--- config.mk ---
export PLATFORM = sky130hd
export DESIGN_NAME = mario_cmd_dispatcher
export DESIGN_NICKNAME = d
export VERILOG_FILES = /design/src/rtl/mario_pkg.sv /design/src/rtl/mario_cmd_fifo.sv /design/src/rtl/mario_cmd_dispatcher.sv
export SDC_FILE = /design/constraint.sdc
export NUM_CORES = 1
export LEC_CHECK = 0
export ABC_CLOCK_PERIOD_IN_PS = 4300
export BUFFER_PORTS_ARGS = -buffer_cell sky130_fd_sc_hd__buf_2
export CORE_MARGIN = 4
export CORE_UTILIZATION = 40
export CTS_BUF_LIST = sky130_fd_sc_hd__clkbuf_4 sky130_fd_sc_hd__clkbuf_8 sky130_fd_sc_hd__clkbuf_16
export DETAILED_ROUTE_END_ITERATION = 10
export GPL_TIMING_DRIVEN = 0
export HOLD_SLACK_MARGIN = 0.05
export MAX_ROUTING_LAYER = met4
export PLACE_DENSITY_LB_ADDON = 0.05
export REMOVE_ABC_BUFFERS = 1
export SLEW_MARGIN = 20
export SYNTH_ARGS = -nofsm -noshare
export SYNTH_HDL_FRONTEND = slang
export SYNTH_SLANG_ARGS = --single-unit
--- constraint.sdc ---
create_clock -name clk -period 4.3 [get_ports clk]
set_input_delay 0.215 -clock clk [delete_from_list [all_inputs] [get_ports clk]]
set_output_delay 0.215 -clock clk [all_outputs]
set_load 0.02 [all_outputs]
--- src/rtl/mario_pkg.sv ---
// mario_pkg
//   Shared definitions for the sprite command dispatcher: command word field
//   positions, the swap marker value, default visible line count, dispatcher
//   state encoding, Avalon register addresses, and helpers for forming and
//   recognising buffer-swap words.
package mario_pkg;

    localparam int CMD_W = 32;

    // Command word field positions
    localparam int SUB_COMP_MSB   = 31;
    localparam int SUB_COMP_LSB   = 26;
    localparam int CHILD_COMP_MSB = 25;
    localparam int CHILD_COMP_LSB = 21;
    localparam int INFO_MSB       = 20;
    localparam int INFO_LSB       = 17;
    localparam int INPUT_TYPE_MSB = 16;
    localparam int INPUT_TYPE_LSB = 14;
    localparam int BUF_SEL_BIT    = 13;
    localparam int MSG_MSB        = 12;
    localparam int MSG_LSB        = 0;

    localparam logic [3:0] INFO_SWAP = 4'hF;

    localparam int V_ACTIVE_DEFAULT = 480;

    localparam logic [1:0] ADDR_CMD    = 2'd0;
    localparam logic [1:0] ADDR_SWAP   = 2'd1;
    localparam logic [1:0] ADDR_STATUS = 2'd2;

    typedef enum logic {
        DRAIN = 1'b0,
        HOLD  = 1'b1
    } disp_state_t;

    // Swap word: only the info marker and the new front-buffer bit are set.
    function automatic logic [CMD_W-1:0] make_swap_word(input logic front);
        logic [CMD_W-1:0] w;
        w = '0;
        w[INFO_MSB:INFO_LSB] = INFO_SWAP;
        w[BUF_SEL_BIT]       = front;
        return w;
    endfunction

    function automatic logic is_swap_word(input logic [CMD_W-1:0] w);
        return (w[INFO_MSB:INFO_LSB] == INFO_SWAP);
    endfunction

endpackage

--- src/rtl/mario_cmd_fifo.sv ---
// mario_cmd_fifo
//   Synchronous single-clock FIFO holding pending command words.
//   Ports:
//     clk        in   system clock
//     reset      in   asynchronous active-low reset (pointers and count only)
//     push       in   write push_data at the tail (caller ensures space)
//     push_data  in   DATA_W word to enqueue
//     pop        in   discard the head (caller ensures not empty)
//     head       out  word at the head of the queue
//     full/empty out  occupancy flags
//     count      out  occupancy, log2(DEPTH)+1 bits
module mario_cmd_fifo #(
    parameter int DEPTH  = 16,
    parameter int DATA_W = 32
) (
    input  logic                       clk,
    input  logic                       reset,
    input  logic                       push,
    input  logic [DATA_W-1:0]          push_data,
    input  logic                       pop,
    output logic [DATA_W-1:0]          head,
    output logic                       full,
    output logic                       empty,
    output logic [$clog2(DEPTH):0]     count
);

    localparam int AW = $clog2(DEPTH);

    logic [DATA_W-1:0] mem [DEPTH];
    logic [AW-1:0]     wr_ptr;
    logic [AW-1:0]     rd_ptr;

    // Storage carries no reset; only the pointers define what is valid.
    always_ff @(posedge clk) begin
        if (push) begin
            mem[wr_ptr] <= push_data;
        end
    end

    // Pointers are exactly AW bits wide, so they wrap modulo DEPTH.
    always_ff @(posedge clk or negedge reset) begin
        if (!reset) begin
            wr_ptr <= '0;
            rd_ptr <= '0;
            count  <= '0;
        end else begin
            if (push) wr_ptr <= wr_ptr + 1'b1;
            if (pop)  rd_ptr <= rd_ptr + 1'b1;
            case ({push, pop})
                2'b10:   count <= count + 1'b1;
                2'b01:   count <= count - 1'b1;
                default: count <= count;
            endcase
        end
    end

    assign head  = mem[rd_ptr];
    assign full  = (count == (AW+1)'(DEPTH));
    assign empty = (count == '0);

endmodule

--- src/rtl/mario_cmd_dispatcher.sv ---
// mario_cmd_dispatcher
//   Frame-synchronous replay of software-posted sprite commands onto the
//   shared display component command bus. Swap words wait for vertical
//   blanking and at most one swap is released per frame.
//   Ports:
//     clk, reset             clock; asynchronous active-low reset
//     chipselect/write/read  Avalon-MM slave strobes
//     address[1:0]           0 push command, 1 push swap, 2 status read
//     writedata[31:0]        Avalon write data
//     readdata[31:0]         registered status word (0 when status not built)
//     vcount[9:0]            current VGA line
//     cmd_out[31:0]          component command bus, 0 when idle
//   Build option: define MARIO_CMD_STATUS_EN to build the status register
//   and the saturating 8-bit overflow counter.
module mario_cmd_dispatcher
    import mario_pkg::*;
#(
    parameter int DEPTH    = 16,
    parameter int V_ACTIVE = mario_pkg::V_ACTIVE_DEFAULT
) (
    input  logic        clk,
    input  logic        reset,
    input  logic        chipselect,
    input  logic        write,
    input  logic        read,
    input  logic [1:0]  address,
    input  logic [31:0] writedata,
    output logic [31:0] readdata,
    input  logic [9:0]  vcount,
    output logic [31:0] cmd_out
);

    localparam logic [9:0] VBLANK_LINE = 10'(V_ACTIVE);

    disp_state_t               state;
    disp_state_t               next_state;
    logic                      swapped;
    logic                      set_swapped;
    logic                      vblank_p0;
    logic                      vblank_p1;
    logic                      push_req;
    logic                      push_ok;
    logic                      pop;
    logic [CMD_W-1:0]          push_data;
    logic [CMD_W-1:0]          head;
    logic                      full;
    logic                      empty;
    logic [$clog2(DEPTH):0]    fifo_count;

    // Stage p0: decode Avalon writes into a FIFO push
    assign push_req  = chipselect & write & ((address == ADDR_CMD) | (address == ADDR_SWAP));
    // A pop in the same cycle frees a slot, so a full FIFO still accepts.
    assign push_ok   = push_req & (~full | pop);
    assign push_data = (address == ADDR_SWAP) ? make_swap_word(writedata[0]) : writedata;
    assign vblank_p0 = (vcount >= VBLANK_LINE);

    mario_cmd_fifo #(
        .DEPTH  (DEPTH),
        .DATA_W (CMD_W)
    ) u_fifo (
        .clk       (clk),
        .reset     (reset),
        .push      (push_ok),
        .push_data (push_data),
        .pop       (pop),
        .head      (head),
        .full      (full),
        .empty     (empty),
        .count     (fifo_count)
    );

    always_comb begin
        next_state  = state;
        pop         = 1'b0;
        set_swapped = 1'b0;
        case (state)
            DRAIN: begin
                if (!empty) begin
                    if (is_swap_word(head)) begin
                        next_state = HOLD;
                    end else begin
                        pop = 1'b1;
                    end
                end
            end
            HOLD: begin
                if (vblank_p0 && !swapped) begin
                    pop         = 1'b1;
                    set_swapped = 1'b1;
                    next_state  = DRAIN;
                end
            end
            default: next_state = DRAIN;
        endcase
    end

    // Stage p1: state, swap-per-frame flag and the registered command bus
    always_ff @(posedge clk or negedge reset) begin
        if (!reset) begin
            state     <= DRAIN;
            swapped   <= 1'b0;
            vblank_p1 <= 1'b0;
            cmd_out   <= '0;
        end else begin
            state     <= next_state;
            vblank_p1 <= vblank_p0;
            cmd_out   <= pop ? head : '0;
            // Set and clear never coincide: a set needs vblank high now,
            // a clear needs it low now.
            if (set_swapped) begin
                swapped <= 1'b1;
            end else if (vblank_p1 && !vblank_p0) begin
                swapped <= 1'b0;
            end
        end
    end

`ifdef MARIO_CMD_STATUS_EN
    logic [7:0]  overflow_cnt;
    logic        overflow_p0;
    logic [7:0]  fill8;
    logic [31:0] status_word;

    assign overflow_p0 = push_req & ~push_ok;
    assign fill8       = 8'(fifo_count);
    assign status_word = {overflow_cnt, 7'd0, (state == HOLD), swapped, 7'd0, fill8};

    always_ff @(posedge clk or negedge reset) begin
        if (!reset) begin
            overflow_cnt <= '0;
            readdata     <= '0;
        end else begin
            if (overflow_p0 && (overflow_cnt != 8'hFF)) begin
                overflow_cnt <= overflow_cnt + 1'b1;
            end
            if (chipselect && read && (address == ADDR_STATUS)) begin
                readdata <= status_word;
            end
        end
    end
`else
    logic unused_status;
    assign unused_status = ^{read, fifo_count};
    assign readdata      = '0;
`endif

endmodule

==> key figures, run 1 <==
Outcome
  – Outcome: finished, final reports clean

Timing
  – Final period util: 0.9524
  – Skew final: ~15 ps
  – Fin Hold WS: between 150 and 200 ps
  – Headroom to the max-slew limit: 0.3226
  – Worst setup margin: between 200 and 250 ps
  – Slew @ Worst Pin: 1012 ps
  – Pins Over Slew Limit: 0
  – Final Hold Viols: 0
  – Minimum clock period: 4095 ps
  – Fmax: 244.2 MHz
  – Final setup viols: 0

Die
  – Row cnt: 86
  – Die height: about 240 microns
  – Starting Density: 0.4045
  – Die X: 244.3 microns
  – Ports: ~110
  – Die area: 0.05967 sq mm
  – Core footprint: about 0.055 sq mm

Cells and area
  – Register area: approximately 0.017 sq mm
  – Area taken by multi-input logic gates: roughly 0.0056 sq mm
  – Area Growth Syn to Fin: 20.98%
  – Commonest non-fill, non-tap cell in the layout: edfxtp_1
  – Filler Cell Count: between 4000 and 5000
  – Commonest cells after routing, fill and taps aside: 512 x edfxtp_1, 148 x mux4_2, 73 x buf_2
  – Layout Cells excl Fill: 2001
  – Cell area after layout: 0.02701 sq mm
  – Final Net Count: between 1000 and 1500
  – Share of layout cells above drive strength 1: 0.3546

Synthesis
  – Ys async rst share: 0.08571
  – Synthesis Warnings: 0
  – Post-synth EDFFs: roughly 500
  – Mean post-synth cell area: around 21 sq um
  – Register area share after synthesis: 0.7423
  – Post-Synthesis Cells: between 1000 and 1500
  – Post-synthesis cell area: 0.02233 sq mm
  – Synth unique cells: 55
  – Synthesis-stage register bit count: 560
  – Ys flop type: edfxtp_1

Min path
  – HP Class: in2reg

Routing
  – Total wire length: ~54000 microns
  – Detailed router's first-iteration violation count: approximately 790
  – Post-DR wirelength/cell: between 20 and 30 microns
  – Drt pass-1 iters: 5
  – Post-DR vias/cell: 5.356
  – # DRC: 0
  – Antenna-violating nets left: 0
  – Via count: ~11000

Setup path
  – Startpoint Class: flop
  – Worst EP arrival: between 4000 and 5000 ps
  – CP delay by family, top: compound AO/OA/AOI/OAI gates
  – Setup CP Type: reg2reg
  – CP Cell Sequence: buf_16, nor2b_4, buf_12, a221oi_4, o21ai_1, a22o_2, o21ai_4, a21o_1, ha_4, xor2_1, ha_1, o21a_1, o22a_1, a21oi_1, xor2_1, nor2_1, xnor2_1
  – Crit Path Max Fanout: 30
  – CP endpoint kind: flop
  – Slowest cell on the critical path: dfrtp_4
  – Worst path bufs/invs: 2
  – CP most frequent cell: xor2_1
  – Critical Path RT: ~4800 ps
  – Max incr delay on CP: approximately 600 ps

GRT
  – Tot GR Track Use: 0.1897
  – Pin count of the biggest net entering global routing: 44
  – Antenna violations before repair: 1
  – Vias in the first global route: between 10000 and 15000
  – First-pass GRT wire length: between 70000 and 80000 microns
  – Grt total ovfl: 0

Clock tree
  – # clock sinks: 560
  – Clock Latency Late Sink: between 600 and 700 ps
  – CTS clk-pin slew, worst paths: roughly 60 ps
  – Deepest clock path buffer count: 3
  – TritonCTS clock tree: done
  – CTS Buf Count: 60
  – Root buf cell: clkbuf_16
  – # H-tree levels: 2

Placement
  – Port Buffers: 74
  – Placed cell count: 1871
  – Pre-CTS setup slack: -1155 ps
  – Gpl congestion: 0.7177
  – Detailed placer's ending HPWL: around 33000 microns
  – Placed cell area: between 0.02 and 0.025 sq mm

Power and ir drop
  – Maximum VDD drop: ~0.41 mV
  – PwrDens: approximately 630 mW/mm^2
  – Leak Pwr: roughly 0.0090 uW

Job
  – Total of max-cap violations: 0
[per-layer routing]
layer | GRT usage | vias up | routed length (microns)
met1 | 0.2717 | 5751 | 24800
li1 | - | 4624 | -
met4 | 0.04692 | 0 | 1182
met2 | 0.2857 | 269 | 25490
met3 | 0.03465 | 74 | 2909
met5 | - | - | 0
[repair_timing]
action                                 CTS  global route
gates resized for setup                  8             8
pin swaps                                4             0
hold buffers                             6             0
cloned                                   1             0
buffers inserted                         5             3
setup endpoints to repair              382             8
endpoints found under the hold margin   51             0
[metrics by stage]
step / utilization / setup TNS [ps] / total power, uW
global route: 0.4893 / -8.868 / 17950
floorplan: - / -2363070 / 10300
CTS: 0.4877 / 0 / 17260
global placement: 0.4199 / -5380490 / 11150
detailed placement: 0.4488 / -55570 / 11870
finish: 0.4894 / 0 / 17100
[report_power, final]
| part | switching (uW) | internal (uW) | leakage, uW |
|---|---|---|---|
| Combinational | 2840 | 2500 | 0.00282 |
| Clock | 2080 | 3030 | 0.000996 |
| Sequential | 326 | 6320 | 0.00523 |
[worst reg2reg max path, cell delays in order, from the launching register on]
cell and delay [ps]:
dfrtp_4 590, buf_16 250, nor2b_4 190, buf_12 160, a221oi_4 340, o21ai_1 210
a22o_2 400, o21ai_4 190, a21o_1 210, ha_4 220, xor2_1 80, ha_1 210
o21a_1 170, o22a_1 190, a21oi_1 190, xor2_1 170, nor2_1 70, xnor2_1 130
[flip-flops by register name, summed over array words and instances, names as in the netlist]
signal and count:
u_fifo.count 5, u_fifo.rd_ptr 4, state 1, cmd_out 32, u_fifo.mem 512, vblank_p1 1
u_fifo.wr_ptr 4, swapped 1
[cell usage after synthesis, types with 4 or more instances]
cell type / instances / area, sq um
nor3_1: 4 / 20.02
nand2_1: 10 / 37.54
clkbuf_1: 32 / 120.1
a21boi_0: 5 / 37.54
edfxtp_1: 512 / 15370
xor2_1: 5 / 43.79
nand2b_1: 6 / 37.54
buf_4: 33 / 247.7
o21ai_0: 9 / 45.04
a22oi_2: 5 / 62.56
buf_6: 6 / 67.56
ha_1: 9 / 112.6
and2_1: 28 / 175.2
mux4_2: 148 / 3333
dfrtp_1: 48 / 1201
a221oi_2: 6 / 90.09
a21boi_1: 19 / 142.6
o21ai_1: 4 / 20.02
nand3_1: 22 / 110.1
nor2_1: 7 / 26.28
a21oi_1: 22 / 110.1
a21boi_2: 6 / 67.56
inv_1: 9 / 33.78
mux2i_1: 16 / 160.2
buf_2: 22 / 110.1
nand4_1: 13 / 81.33
[layout make-up]
cell class / instances / area share
Timing Repair Buffer: 145 / 0.06943
Multi-Input combinational cell: 424 / 0.2069
Sequential cell: 560 / 0.6141
Clock buffer: 79 / 0.06178
Inverter: 9 / 0.001343
Tap cell: 748 / 0.03464
Antenna cell: 1 / 0.00009263
Clock inverter: 35 / 0.01176
[kinds of logic after synthesis]
logic type | share of synthesized area
AO/OA/AOI/OAI | 0.03973
XOR/XNOR | 0.002746
adder cells (fa/ha/maj) | 0.005043
buffers and inverters | 0.02712
flip-flops | 0.7423
multiplexers | 0.1574
other | 0.0001679
AND/OR/NAND/NOR | 0.02544
[final timing paths]
kind,start,end,slack (ps),cells past startpoint
hold reg to reg,u_fifo.count[0]$_DFFE_PN0P_,u_fifo.count[0]$_DFFE_PN0P_,520,1
min in group asynchronous,reset,cmd_out[14]$_DFF_PN0_,550,3
setup reg to reg,u_fifo.rd_ptr[2]$_DFFE_PN0P_,u_fifo.count[4]$_DFFE_PN0P_,200,17
setup / recovery,u_fifo.rd_ptr[2]$_DFFE_PN0P_,u_fifo.count[4]$_DFFE_PN0P_,200,17
hold / removal,writedata[13],u_fifo.mem[3][13]$_DFFE_PP_,150,2
max in group asynchronous,reset,cmd_out[25]$_DFF_PN0_,2200,4
Power figures use the tool's default switching activity.
==> run 2, diff against run 1 <==
Settings changed: ABC_CLOCK_PERIOD_IN_PS 4300 to 3300, CAP_MARGIN set to 30.
Clock period 4.3 ns to 3.3 ns, I/O delays scaled along.
==> key figures, run 2 (synthesized netlist as in run 1, its figures left out) <==
Routing
  – Post-DR vias/cell: 5.395
  – Via count: 11050
  – # DRC: 0
  – Detailed router's first-iteration violation count: 987
  – Post-DR wirelength/cell: between 20 and 30 microns
  – Total wire length: approximately 56000 microns
  – Antenna-violating nets left: 0
  – Drt pass-1 iters: 5

Timing
  – Final setup viols: 2
  – Final Hold Viols: 0
  – Worst setup margin: -318.8 ps
  – Setup TNS: -368.9 ps
  – Minimum clock period: ~3600 ps
  – Final period util: 1.097
  – Fmax: 276.3 MHz
  – Headroom to the max-slew limit: 0.4221
  – RSZ-0062 raised after global routing: yes
  – Skew final: about 16 ps
  – Pins Over Slew Limit: 0
  – Slew @ Worst Pin: around 870 ps

Cells and area
  – Largest regs: u_fifo.mem x512, cmd_out x32, u_fifo.count x5
  – Commonest non-fill, non-tap cell in the layout: edfxtp_1
  – Final Net Count: 1310
  – Largest register FFs: 512
  – Share of layout cells above drive strength 1: 0.3920
  – Commonest cells after routing, fill and taps aside: 512 x edfxtp_1, 148 x mux4_2, 74 x buf_2
  – Largest Register: u_fifo.mem
  – Area Growth Syn to Fin: 23.87%
  – Antenna fix cells: 0

Power and ir drop
  – Combinational power share: 0.348
  – Clock power frac: 0.282
  – Maximum VDD drop: 0.5564 mV
  – Sequential Power Share: 0.370
  – Leak Pwr: between 0.009 and 0.01 uW
  – PwrDens: about 840 mW/mm^2
  – NetSw: roughly 7000 uW
  – Design Power: approximately 23000 uW
  – Int Power: about 16000 uW
  – Sw frac: 0.3086

Setup path
  – Crit Path Max Fanout: 7
  – Critical Path RT: between 3000 and 4000 ps
  – Critical Path End: u_fifo.count[4]$_DFFE_PN0P_
  – Reg-to-Reg End: u_fifo.count[4]$_DFFE_PN0P_
  – Worst EP arrival: ~4000 ps
  – Startpoint Class: flop
  – Reg2reg setup slack: -320 ps
  – Worst path bufs/invs: 1
  – Worst Reg-to-Reg Cells: 15
  – Critical path depth: 15
  – Setup CP Type: reg2reg
  – CP endpoint kind: flop
  – CP most frequent cell: a22oi_2
  – CP Cell Sequence: buf_16, mux4_2, a22oi_2, a22oi_2, a211o_4, nand2_4, ha_4, xor2_2, ha_2, o21a_1, o22a_1, a21oi_2, xor2_1, nor2_1, xnor2_1
  – CP delay by family, top: compound AO/OA/AOI/OAI gates
  – R2r startpoint: u_fifo.rd_ptr[0]$_DFFE_PN0P_
  – Crit path from: u_fifo.rd_ptr[0]$_DFFE_PN0P_
  – Slowest cell on the critical path: dfrtp_4
  – Max incr delay on CP: approximately 560 ps

GRT
  – Grt total ovfl: 0
  – Pin count of the biggest net entering global routing: 44
  – Vias in the first global route: approximately 11000
  – Routing usage on met1: 0.2827
  – Met3 GRT Util: 0.02884
  – Antenna violations before repair: 1
  – First-pass GRT wire length: roughly 80000 microns
  – M2 GR Usage: 0.2910
  – Tot GR Track Use: 0.1938
  – GR peak layer: met2

Job
  – Total of max-cap violations: 0

Die
  – Ports: approximately 110
  – Starting Density: 0.4045
  – Row cnt: between 80 and 90
  – Die height: ~240 microns
  – Die area: roughly 0.060 sq mm
  – Die X: approximately 240 microns
  – Core footprint: approximately 0.055 sq mm

Clock tree
  – # H-tree levels: 2
  – # clock sinks: 560
  – Root buf cell: clkbuf_16
  – CTS clk-pin slew, worst paths: 60 ps
  – TritonCTS clock tree: done
  – Clock Latency Late Sink: between 600 and 700 ps
  – Deepest clock path buffer count: 3
  – CTS Buf Count: 59

Outcome
  – Outcome: finished, violations left
  – Failing checks: setup timing

Placement
  – Detailed placer's ending HPWL: 32640 microns
  – Gpl congestion: just over 0.7
  – Port Buffers: 74

Min path
  – HP Class: in2async
[run 2: changes by cell type in the layout (fill, tap and decap cells not counted), sizes merged]
cell	delta
bufinv	-1
buf	+51
bufbuf	+2
clkbuf	+4
dlygate4sd3	-2
clkinvlp	+1
clkinv	-4
inv	-2
diode	-1
[run 2: cell type report]
class	count	area, sq um
multi-input combinational	424	5678
tap	748	935.9
clock inverter	29	252.7
clock buffer	81	1684
timing repair buffer	198	2472
inverter	9	46.29
fill	4438	27540
sequential	560	16590
[run 2: metal layers]
layer	up-vias	part of all wire
met4	0	0.023
li1	4737	-
met3	81	0.054
met5	-	0
met2	327	0.47
met1	5909	0.46
[run 2: through the flow]
stage,utilization,area [sq um],instances,hold slack [ps],setup slack (ps)
after detailed placement,0.4499,24840,1874,83.91,-2073
after global placement,0.4199,23180,1814,456.2,-11300
after global routing,0.5011,27660,2049,105.0,-485.4
after CTS,0.4970,27440,2028,54.83,-340.5
after floorplan,-,21870,992,-130.6,-5431
final,0.5011,27660,2049,116.0,-318.8
[run 2: worst min path at each step]
stage / cells after the start / from / end
2_1_floorplan: 0 / reset / cmd_out[0]$_DFF_PN0_
3_3_place_gp: 2 / vcount[9] / vblank_p1$_DFF_PN0_
3_5_place_dp: 1 / reset / cmd_out[28]$_DFF_PN0_
4_1_cts: 5 / write / u_fifo.wr_ptr[2]$_DFFE_PN0P_
5_1_grt: 2 / writedata[13] / u_fifo.mem[1][13]$_DFFE_PP_
6_report: 3 / reset / cmd_out[17]$_DFF_PN0_
[run 2: what timing repair did]
| item | 4_1_cts | 5_1_grt |
|---|---|---|
| endpoints found under the hold margin | 53 | 0 |
| hold buffers | 5 | 0 |
| endpoints found under the setup margin | 549 | 44 |
| gates resized for setup | 31 | 11 |
| pin swaps | 23 | 18 |
| buffers inserted | 35 | 20 |
| cloned | 4 | 1 |
[run 2: power by group through the flow]
stage,clock (uW),combinational (uW),sequential (uW)
finish,6540,8050,8570
floorplan,0,3780,9230
detailed placement,0,6700,8840
global placement,0,4580,9230
global route,7030,8590,8620
CTS,6720,7780,8560
[run 2: worst min-delay path: stages]
cell and delay, ps:
dlygate4sd3_1 540, buf_4 150, buf_16 220
